<file path="src/rtl/bcd_mod_counter.sv">
// Two-digit BCD modulo counter over [MIN_VAL, MAX_VAL] with wrap pulses.
// Optional load validation: define BCD_CNT_LOAD_CHECK_EN.
module bcd_mod_counter #(
  parameter int MIN_VAL = 0,
  parameter int MAX_VAL = 59
) (
  input  logic       clk,
  input  logic       reset,
  input  logic       enable,
  input  logic       up,
  input  logic       load,
  input  logic [3:0] load_d0,
  input  logic [3:0] load_d1,
  output logic [3:0] d0,
  output logic [3:0] d1,
  output logic       carry,
  output logic       borrow,
  output logic       load_err
);

  if (MIN_VAL < 0 || MIN_VAL >= MAX_VAL || MAX_VAL > 99) begin : g_bad_range
    $error("bcd_mod_counter: need 0 <= MIN_VAL < MAX_VAL <= 99");
  end

  localparam logic [7:0] MIN_BCD = {4'(MIN_VAL / 10), 4'(MIN_VAL % 10)};
  localparam logic [7:0] MAX_BCD = {4'(MAX_VAL / 10), 4'(MAX_VAL % 10)};

  logic [3:0] nxt_d0;
  logic [3:0] nxt_d1;
  logic       nxt_carry;
  logic       nxt_borrow;
  logic       nxt_err;
  logic       cur_ok;

  // Digit-wise BCD compare: valid digits order the same as the packed byte.
  function automatic logic in_range(input logic [3:0] t, input logic [3:0] o);
    return (t <= 4'd9) && (o <= 4'd9) &&
           ({t, o} >= MIN_BCD) && ({t, o} <= MAX_BCD);
  endfunction

  assign cur_ok = in_range(d1, d0);

  // Next state: load beats enable; an illegal state recovers to an endpoint.
  always_comb begin
    nxt_d0     = d0;
    nxt_d1     = d1;
    nxt_carry  = 1'b0;
    nxt_borrow = 1'b0;
    nxt_err    = 1'b0;
    if (load) begin
`ifdef BCD_CNT_LOAD_CHECK_EN
      if (in_range(load_d1, load_d0)) begin
        nxt_d0 = load_d0;
        nxt_d1 = load_d1;
      end else begin
        nxt_err = 1'b1;
      end
`else
      nxt_d0 = load_d0;
      nxt_d1 = load_d1;
`endif
    end else if (enable) begin
      if (!cur_ok) begin
        if (up) begin
          {nxt_d1, nxt_d0} = MIN_BCD;
          nxt_carry        = 1'b1;
        end else begin
          {nxt_d1, nxt_d0} = MAX_BCD;
        end
      end else if (up) begin
        if ({d1, d0} == MAX_BCD) begin
          {nxt_d1, nxt_d0} = MIN_BCD;
          nxt_carry        = 1'b1;
        end else if (d0 == 4'd9) begin
          nxt_d0 = 4'd0;
          nxt_d1 = d1 + 4'd1;
        end else begin
          nxt_d0 = d0 + 4'd1;
        end
      end else begin
        if ({d1, d0} == MIN_BCD) begin
          {nxt_d1, nxt_d0} = MAX_BCD;
          nxt_borrow       = 1'b1;
        end else if (d0 == 4'd0) begin
          nxt_d0 = 4'd9;
          nxt_d1 = d1 - 4'd1;
        end else begin
          nxt_d0 = d0 - 4'd1;
        end
      end
    end
  end

  // State and pulse registers; reset forces MIN_VAL at once.
  always_ff @(posedge clk or posedge reset) begin
    if (reset) begin
      d0       <= MIN_BCD[3:0];
      d1       <= MIN_BCD[7:4];
      carry    <= 1'b0;
      borrow   <= 1'b0;
      load_err <= 1'b0;
    end else begin
      d0       <= nxt_d0;
      d1       <= nxt_d1;
      carry    <= nxt_carry;
      borrow   <= nxt_borrow;
      load_err <= nxt_err;
    end
  end

endmodule

</file>
<file path="config.mk">
export PLATFORM = sky130hd
export DESIGN_NAME = bcd_mod_counter
export DESIGN_NICKNAME = d
export VERILOG_FILES = /design/src/rtl/bcd_mod_counter.sv
export SDC_FILE = /design/constraint.sdc
export NUM_CORES = 1
export LEC_CHECK = 0
export CAP_MARGIN = 10
export CELL_PAD_IN_SITES_DETAIL_PLACEMENT = 0
export CELL_PAD_IN_SITES_GLOBAL_PLACEMENT = 1
export CORE_MARGIN = 2
export CORE_UTILIZATION = 35
export DETAILED_ROUTE_END_ITERATION = 8
export PLACE_DENSITY_LB_ADDON = 0.12
export SETUP_SLACK_MARGIN = 0.3
export SYNTH_ARGS = -nofsm -noshare
export SYNTH_HDL_FRONTEND = slang
export SYNTH_SLANG_ARGS = --single-unit
</file>
<file path="constraint.sdc">
create_clock -name clk -period 2.5 [get_ports clk]
set_clock_uncertainty 0.1 [all_clocks]
set_input_delay 0.25 -clock clk [delete_from_list [all_inputs] [get_ports clk]]
set_output_delay 0.25 -clock clk [all_outputs]
set_load 0.005 [all_outputs]
</file>
==> out/metrics.cfg, run 1 <==
[synth]
synth_top_area_cell = dfrtp_1
ys.flop_type = dfrtp_1
yosys_warnings = 0
yosys-top-cells-count = nand2_1, a21oi_1, dfrtp_1
syn_avg_cell_area_sq_um = 7.87
syn-num-nets = 138
synth.top_cell.area_share = 0.261
yosys-top-cells-area = dfrtp_1, nand2_1, a21oi_1, mux2_2, ha_1
synth_cell_types = 46
syn_area_sq_um = 960
syn-instance-count = 122
async_flop_share = 1.00
ys_seq_elements = 10
synth_edf_count = 0
synth.most_common_cell = nand2_1
synth_seq_area_share = 0.261

[global_route]
grt.total_usage = 0.185
antenna_found_initial = 0
grt_pass1_wl_mm = 4.63
first_global_vias = 965
grt_max_degree = 14
globalRoute.totalOverflow = 0

[setup_path]
crit_cells = 7
cp_max_fo = 7
timing.critical_path.buf_inv = 0
critPathRequiredTime_ps = 2570
start_kind = flop
crit_type = reg -> reg
critPathCaptureType = flop
cpPeakStageDelay_ps = 450
path_delay_family = compound AO/OA/AOI/OAI gates
path_cells = ha_4 > and3_4 > a221o_1 > a21bo_4 > o21ai_4 > mux2i_1 > mux2_2
rr_worst_depth = 7
crit_arrival_ps = 2240
slowest_stage = dfrtp_2

[layout]
areaGrowthSynthToFinish_pct = 47.2
diodes = 0
nets = 174
fill_cells = 240
drive_above_1_share = 0.293
fin_cells = 187

[drt]
first_pass_iters = 4
drt-initial-drc-count = 43
ant_nets = 0
vias = 1052
via_per_inst = 5.63
routed_wl_mm = 2.82
drc = 0
wl_per_cell_um = 15.1

[clocking]
cts_buffers = 3
clock_sinks = 10
ctsRootBufferMaster = clkbuf_4
cts_tree = done
clock_latency_ps = 280
htreeDepth = 1
cts.clk_slew.worst_paths_ps = 80
clk_path_buf_depth = 2

[die]
ios = 24
dieArea_sq_mm = 0.00318
core_sq_mm = 0.00254
rows = 18
die_x_um = 56.4
die_h_um = 56.4
initial_core_util = 0.377

[power]
p_leak_nw = 0.584
powerDensity_mw_per_mm2 = 506
ir_drop_mv = 0.343
design_power_total_mw = 0.715

[sta]
whs_ps = 152
period_needed_ps = 2170
max_freq_mhz = 461
grt_setup_unrepaired = yes
setup_viol = 0
finalSetupTns_ps = 0
hold_viol_final = 0
slew_viol_final = 0
period_share = 0.868

[placement]
placedCellCount = 175
place.gp.congestion = 0.844
port_buffers = 22
dp_hpwl_mm = 2.06

[run]
cap_violations = 0

[run_status]
status = finished clean

[min_path]
min_path_type = in -> async

[per-stage QoR]
step	setup slack, ps	cell area, sq um	util
after floorplan	315	963	-
after global placement	183	1250	0.491
after detailed placement	93.0	1250	0.491
after CTS	308	1380	0.540
after global routing	249	1410	0.555
final	329	1410	0.555
[where the power goes]
| part | internal (mW) | leakage, nW | switching, mW |
|---|---|---|---|
| Clock | 0.0886 | 0.0210 | 0.0669 |
| Combinational | 0.185 | 0.444 | 0.169 |
| Sequential | 0.180 | 0.119 | 0.0239 |
[cells in the final DEF (no fill, tap or decap), drive strengths merged, types with 3 or more instances in the layout]
master and n:
nand3 4, clkbuf 4, a31oi 3, buf 20
nand2 15, inv 9, clkdlybuf4s50 22, o21ai 6
dfrtp 10, ha 3, nor2 6, o311ai 3
a21oi 11, mux2 4, nor2b 3
[worst register-to-register path: stages, from the launching register on]
cell	delay, ps
dfrtp_2	450
ha_4	170
and3_4	170
a221o_1	350
a21bo_4	280
o21ai_4	190
mux2i_1	100
mux2_2	260
[layout make-up]
cell class | instances | area (sq um) | share of cell area
multi-input combinational | 92 | 681 | 0.482
timing repair buffer | 42 | 370 | 0.262
tap | 30 | 37.5 | 0.0266
sequential | 10 | 254 | 0.180
inverter | 9 | 33.8 | 0.0239
clock buffer | 4 | 36.3 | 0.0257
[registers in the layout (all words and copies together), names as in the netlist]
register  flops
carry         1
d1            4
borrow        1
d0            4
[timing repair]
action                                  CTS  global route
hold buffers                              0             0
buffers inserted                          5             3
pin swaps                                 8             5
endpoints found under the setup margin    7             3
gates resized for setup                  10             4
[logic make-up after synthesis]
group	count (synthesis)	synth area share
and+or+nand+nor	40	0.203
muxes	6	0.0678
other	1	0.00391
AOI/OAI and AO/OA	39	0.299
adders and majority gates	3	0.0391
buffers and inverters	20	0.0991
xor gates and xnor gates	3	0.0274
DFF	10	0.261
[layer usage]
metal / global-route usage / wire length (um) / vias to the layer above
li1: - / - / 510
met1: 0.244 / 1180 / 480
met2: 0.291 / 1320 / 54
met3: 0.0530 / 259 / 8
met4: 0.0578 / 72 / 0
met5: 0 / 0 / -
[path summary, 6_finish.rpt]
path	end	slack [ps]	from
worst max register to register	d1[0]	330	d1[0]
worst max-delay path	d1[0]	330	d1[0]
worst min register to register	d0[0]	600	d0[0]
min in group clk	d1[1]	420	load_d1[1]
worst min-delay path	d1[2]	150	reset
max in group asynchronous	d0[2]	1820	reset
No activity file was read; power rests on OpenSTA's default activity.
==> inputs of run 2 (changes only) <==
- CORE_UTILIZATION: 35 -> 38
- clock period: 2.5 -> 2.7 ns (I/O delays scaled with it)
==> run 2 against run 1 <==
Net effect: sequential power barely moved; final cell count fell by 5.3%; total power fell by 18%; global-route usage rose by 0.98 points; die area fell by 7.3%; maximum frequency fell by 4.5%; clock power fell by 31%.
==> out/metrics.cfg, run 2 (synthesis results as in run 1) <==
[layout]
fin_area_sq_mm = 0.00129  ; was 0.00141 sq mm
fill_cells = 238  ; was 240
areaGrowthSynthToFinish_pct = 34.9  ; was 47.2%
nets = 165  ; was 174
diodes = 0  ; unchanged
final_common_cell = clkdlybuf4s50_1  ; unchanged
reg.largest.list = d0 x4, d1 x4  ; unchanged
layout_common_cells = clkdlybuf4s50_1, nand2_1, a21oi_1  ; was clkdlybuf4s50_1, buf_4, nand2_1
post-route-util = 0.532  ; was 0.555
drive_above_1_share = 0.204  ; was 0.293

[setup_path]
cp_max_fo = 6  ; was 7
path_cells = inv_2 > ha_4 > and3_4 > a221o_1 > a21bo_4 > o221ai_2 > nor2_1 > a2111oi_2  ; was ha_4 > and3_4 > a221o_1 > a21bo_4 > o21ai_4 > mux2i_1 > mux2_2
crit_arrival_ps = 2350  ; was 2240 ps
critPathRequiredTime_ps = 2770  ; was 2570 ps
start_kind = flop  ; unchanged
path_delay_family = compound AO/OA/AOI/OAI gates  ; unchanged
critPathCaptureType = flop  ; unchanged
timing.critical_path.buf_inv = 1  ; was 0
cpPeakStageDelay_ps = 420  ; was 450 ps
crit_type = reg -> reg  ; unchanged
slowest_stage = dfrtp_2  ; unchanged

[clocking]
clock_latency_ps = 280  ; about the same
hold_buffers = 0  ; unchanged
cts_buffers = 3  ; unchanged
cts.clk_slew.worst_paths_ps = 70  ; was 80 ps
clk_path_buf_depth = 2  ; unchanged
cts_tree = done  ; unchanged
htreeDepth = 1  ; unchanged
ctsRootBufferMaster = clkbuf_4  ; unchanged
clock_sinks = 10  ; unchanged

[placement]
dpl_cell_area_sq_mm = 0.00121  ; was 0.00125 sq mm
place.gp.congestion = 0.841  ; was 0.844
port_buffers = 22  ; unchanged
dp_hpwl_mm = 1.83  ; was 2.06 mm
place_worst_setup_slack_ps = 225  ; was 93.0 ps

[drt]
vias = 1009  ; was 1,052
drc = 0  ; unchanged
drt-initial-drc-count = 39  ; was 43
wl_per_cell_um = 14.5  ; was 15.1 um
routed_wl_mm = 2.56  ; was 2.82 mm
first_pass_iters = 4  ; unchanged
via_per_inst = 5.70  ; was 5.63
ant_nets = 0  ; unchanged

[sta]
period_needed_ps = 2270  ; was 2170 ps
layout_setup_ws_ps = 426  ; was 329 ps
period_share = 0.842  ; was 0.868
grt_setup_unrepaired = no  ; was yes
hold_viol_final = 0  ; unchanged
setup_viol = 0  ; unchanged
max_freq_mhz = 440  ; was 461 MHz
finalSetupTns_ps = 0  ; unchanged
slew_viol_final = 0  ; unchanged

[global_route]
globalRoute.totalOverflow = 0  ; unchanged
first_global_vias = 922  ; was 965
grt_pass1_wl_mm = 4.13  ; was 4.63 mm
grt.total_usage = 0.195  ; was 0.185
grt_max_degree = 15  ; was 14
antenna_found_initial = 0  ; unchanged

[min_path]
min_path_type = in -> async  ; unchanged

[power]
powerDensity_mw_per_mm2 = 454  ; was 506 mW/mm^2
ir_drop_mv = 0.366  ; was 0.343 mV
p_leak_nw = 0.530  ; was 0.584 nW

[die]
rows = 18  ; unchanged
die_h_um = 54.3  ; was 56.4 um
initial_core_util = 0.395  ; was 0.377
ios = 24  ; unchanged
core_sq_mm = 0.00243  ; was 0.00254 sq mm
dieArea_sq_mm = 0.00294  ; was 0.00318 sq mm
die_x_um = 54.3  ; was 56.4 um

[run_status]
status = finished clean  ; unchanged

[run]
cap_violations = 0  ; unchanged

==> run 2: metal layers <==
layer,track usage,wire (um),vias to the layer above
li1,-,-,495
met5,0,0,-
met3,0.0273,166,4
met2,0.299,1190,45
met4,0.0625,33,0
met1,0.280,1170,465
==> run 2: worst paths after layout <==
path / slack [ps] / cells after the start / from / endpoint
max in group asynchronous: 2010 / 2 / reset / d1[0]
min in group clk: 460 / 3 / load_d1[1] / d1[1]
setup / recovery: 430 / 8 / d1[1] / d0[3]
setup reg to reg: 430 / 8 / d1[1] / d0[3]
hold / removal: 170 / 2 / reset / d0[2]
hold reg to reg: 580 / 2 / d1[3] / d1[3]
==> run 2: power by group <==
part           leakage (nW)  internal [mW]  switching, mW  total (mW)
Sequential            0.120          0.167         0.0351       0.202
Combinational         0.396          0.150          0.130       0.280
Clock                0.0138         0.0517         0.0550       0.107
Total                 0.530          0.368          0.220       0.588
==> run 2: metrics by stage <==
stage                     hold slack [ps]  cells  power (mW)
after floorplan                      10.2    122       0.362
after global placement                474    170       0.451
after detailed placement              482    170       0.449
after CTS                             190    173       0.556
after global routing                  216    177       0.627
final                                 172    177       0.588
==> run 2: timing repair <==
| action | 4_1_cts | 5_1_grt |
|---|---|---|
| setup buffers | 0 | 3 |
| pin swaps | 0 | 5 |
| resized for setup | 2 | 7 |
| setup endpoints to repair | 3 | 2 |
| gates cloned | 0 | 1 |
==> run 2: area by class of cell <==
type	count	area [sq um]	area share
clock buffer	3	22.5	0.0174
inverter	9	33.8	0.0261
multi-input combinational	93	653	0.504
sequential	10	253	0.195
tap	30	37.5	0.0290
timing repair buffer	32	295	0.228
==> inputs of run 3 (changes only) <==
- CORE_UTILIZATION: 38 -> 31
- clock period: 2.7 -> 1.94 ns (I/O delays scaled with it)
==> run 3 against run 2 <==
Net effect: the flow now finishes with violations (setup timing); final cell count grew 19%; via count is 12% higher; sequential cell count unchanged; largest cell class unchanged; wire length grew 29%; clock power rose by 43%; combinational power grew 120%; die area is 21% higher.
==> out/metrics.cfg, run 3 (synthesis results as in run 1) <==
[run_status]
failed_checks = setup timing
status = finished with violations  ; was finished clean

[die]
core_sq_mm = 0.00300  ; was 0.00243 sq mm
dieArea_sq_mm = 0.00356  ; was 0.00294 sq mm
ios = 24  ; unchanged
rows = 20  ; was 18
die_h_um = 59.6  ; was 54.3 um
initial_core_util = 0.320  ; was 0.395
die_x_um = 59.6  ; was 54.3 um

[clocking]
ctsRootBufferMaster = clkbuf_4  ; unchanged
cts.clk_slew.worst_paths_ps = 70  ; about the same
htreeDepth = 1  ; unchanged
cts_tree = done  ; unchanged
clock_sinks = 10  ; unchanged
clock_latency_ps = 260  ; was 280 ps
clk_path_buf_depth = 2  ; unchanged
cts_buffers = 3  ; unchanged

[setup_path]
critPathCaptureType = flop  ; unchanged
start_kind = flop  ; unchanged
crit_arrival_ps = 2220  ; was 2350 ps
crit_type = reg -> reg  ; unchanged
critPathRequiredTime_ps = 2000  ; was 2770 ps
cp_max_fo = 6  ; unchanged

[layout]
drive_above_1_share = 0.444  ; was 0.204
final_common_cell = buf_4  ; was clkdlybuf4s50_1
areaGrowthSynthToFinish_pct = 74.2  ; was 34.9%
multi_input_area_sq_um = 757  ; was 653 sq um
seq_area_sq_um = 253  ; unchanged
nets = 195  ; was 165
diodes = 0  ; unchanged
layout_common_cells = buf_4, clkdlybuf4s50_1, nand2_1  ; was clkdlybuf4s50_1, nand2_1, a21oi_1
fill_cells = 279  ; was 238
reg.largest.list = d0 x4, d1 x4  ; unchanged

[drt]
via_per_inst = 5.36  ; was 5.70
wl_per_cell_um = 15.7  ; was 14.5 um
vias = 1131  ; was 1,009
ant_nets = 0  ; unchanged
routed_wl_mm = 3.31  ; was 2.56 mm
drt-initial-drc-count = 49  ; was 39
first_pass_iters = 4  ; unchanged
drc = 0  ; unchanged

[global_route]
grt_pass1_wl_mm = 4.98  ; was 4.13 mm
globalRoute.totalOverflow = 0  ; unchanged
antenna_found_initial = 0  ; unchanged
grt.total_usage = 0.186  ; was 0.195
first_global_vias = 1023  ; was 922
grt_max_degree = 14  ; was 15

[power]
switching_share = 0.371  ; was 0.374
ir_drop_mv = 0.276  ; was 0.366 mV
power_frac_clock = 0.151  ; was 0.181
pwr-share-seq = 0.251  ; was 0.343
switchingPower_mw = 0.376  ; was 0.220 mW
p_leak_nw = 0.754  ; was 0.530 nW
p_int_mw = 0.639  ; was 0.368 mW
pwr-share-comb = 0.598  ; was 0.476
powerDensity_mw_per_mm2 = 607  ; was 454 mW/mm^2

[sta]
max_freq_mhz = 463  ; was 440 MHz
period_needed_ps = 2160  ; was 2270 ps
setup_viol = 8  ; was 0
grt_setup_unrepaired = yes  ; was no
period_share = 1.11  ; was 0.842
hold_viol_final = 0  ; unchanged
whs_ps = 111  ; was 172 ps
layout_setup_ws_ps = -218  ; was 426 ps
slew_viol_final = 0  ; unchanged

[placement]
place_worst_setup_slack_ps = -266  ; was 225 ps
port_buffers = 22  ; unchanged
place.gp.congestion = 0.812  ; was 0.841
dp_hpwl_mm = 2.21  ; was 1.83 mm

[run]
cap_violations = 0  ; unchanged

[min_path]
min_path_type = in -> async  ; unchanged

run 3: path summary, 6_finish.rpt:
check | startpoint | slack [ps] | depth (start not counted) | endpoint
setup / recovery | d1[0] | -220 | 8 | d1[2]
max in group asynchronous | reset | 1320 | 2 | d1[0]
setup reg to reg | d1[0] | -220 | 8 | d1[2]
hold / removal | reset | 110 | 2 | borrow
hold reg to reg | d0[0] | 630 | 3 | d0[0]
min in group clk | load_d1[1] | 370 | 3 | d1[1]
run 3: repair_timing:
item / 4_1_cts / 5_1_grt
setup buffers: 4 / 10
resized for setup: 16 / 26
hold buffers: 0 / 0
gates cloned: 0 / 0
pin swaps: 5 / 8
setup endpoints to repair: 11 / 14
run 3: layer usage:
metal	share of wire	GRT usage	wire, um
met5	0	0	0
met4	0.0057	0.0571	19
met3	0.032	0.0131	106
met2	0.47	0.255	1550
met1	0.49	0.302	1640
run 3: layout make-up:
| cell class | count | area share |
|---|---|---|
| clock buffer | 4 | 0.0157 |
| inverter | 9 | 0.0217 |
| multi-input combinational | 92 | 0.453 |
| sequential | 10 | 0.151 |
| tap | 33 | 0.0247 |
| timing repair buffer | 63 | 0.334 |
run 3: power groups by stage:
stage,registers (mW),logic (mW),clock network (mW)
6_report,0.254,0.607,0.153
5_1_grt,0.256,0.653,0.171
4_1_cts,0.250,0.514,0.158
2_1_floorplan,0.261,0.260,0
3_3_place_gp,0.257,0.473,0
3_5_place_dp,0.258,0.469,0
run 3: critical path: stages, from the launching register on:
cell and delay, ps:
dfrtp_2 440, ha_4 170, and3_4 150, a221o_1 380, a21bo_4 270, buf_4 150
nor2_2 100, o221ai_2 100, a22o_1 200
run 3: metrics by stage:
stage	cells	power, mW	util	setup TNS (ps)	cell area (sq um)
finish	211	1.01	0.557	-974	1670
CTS	201	0.922	0.500	-967	1500
global route	211	1.08	0.557	-1920	1670
floorplan	122	0.521	-	-642	1000
detailed placement	193	0.727	0.467	-1500	1400
global placement	193	0.730	0.467	-1370	1400
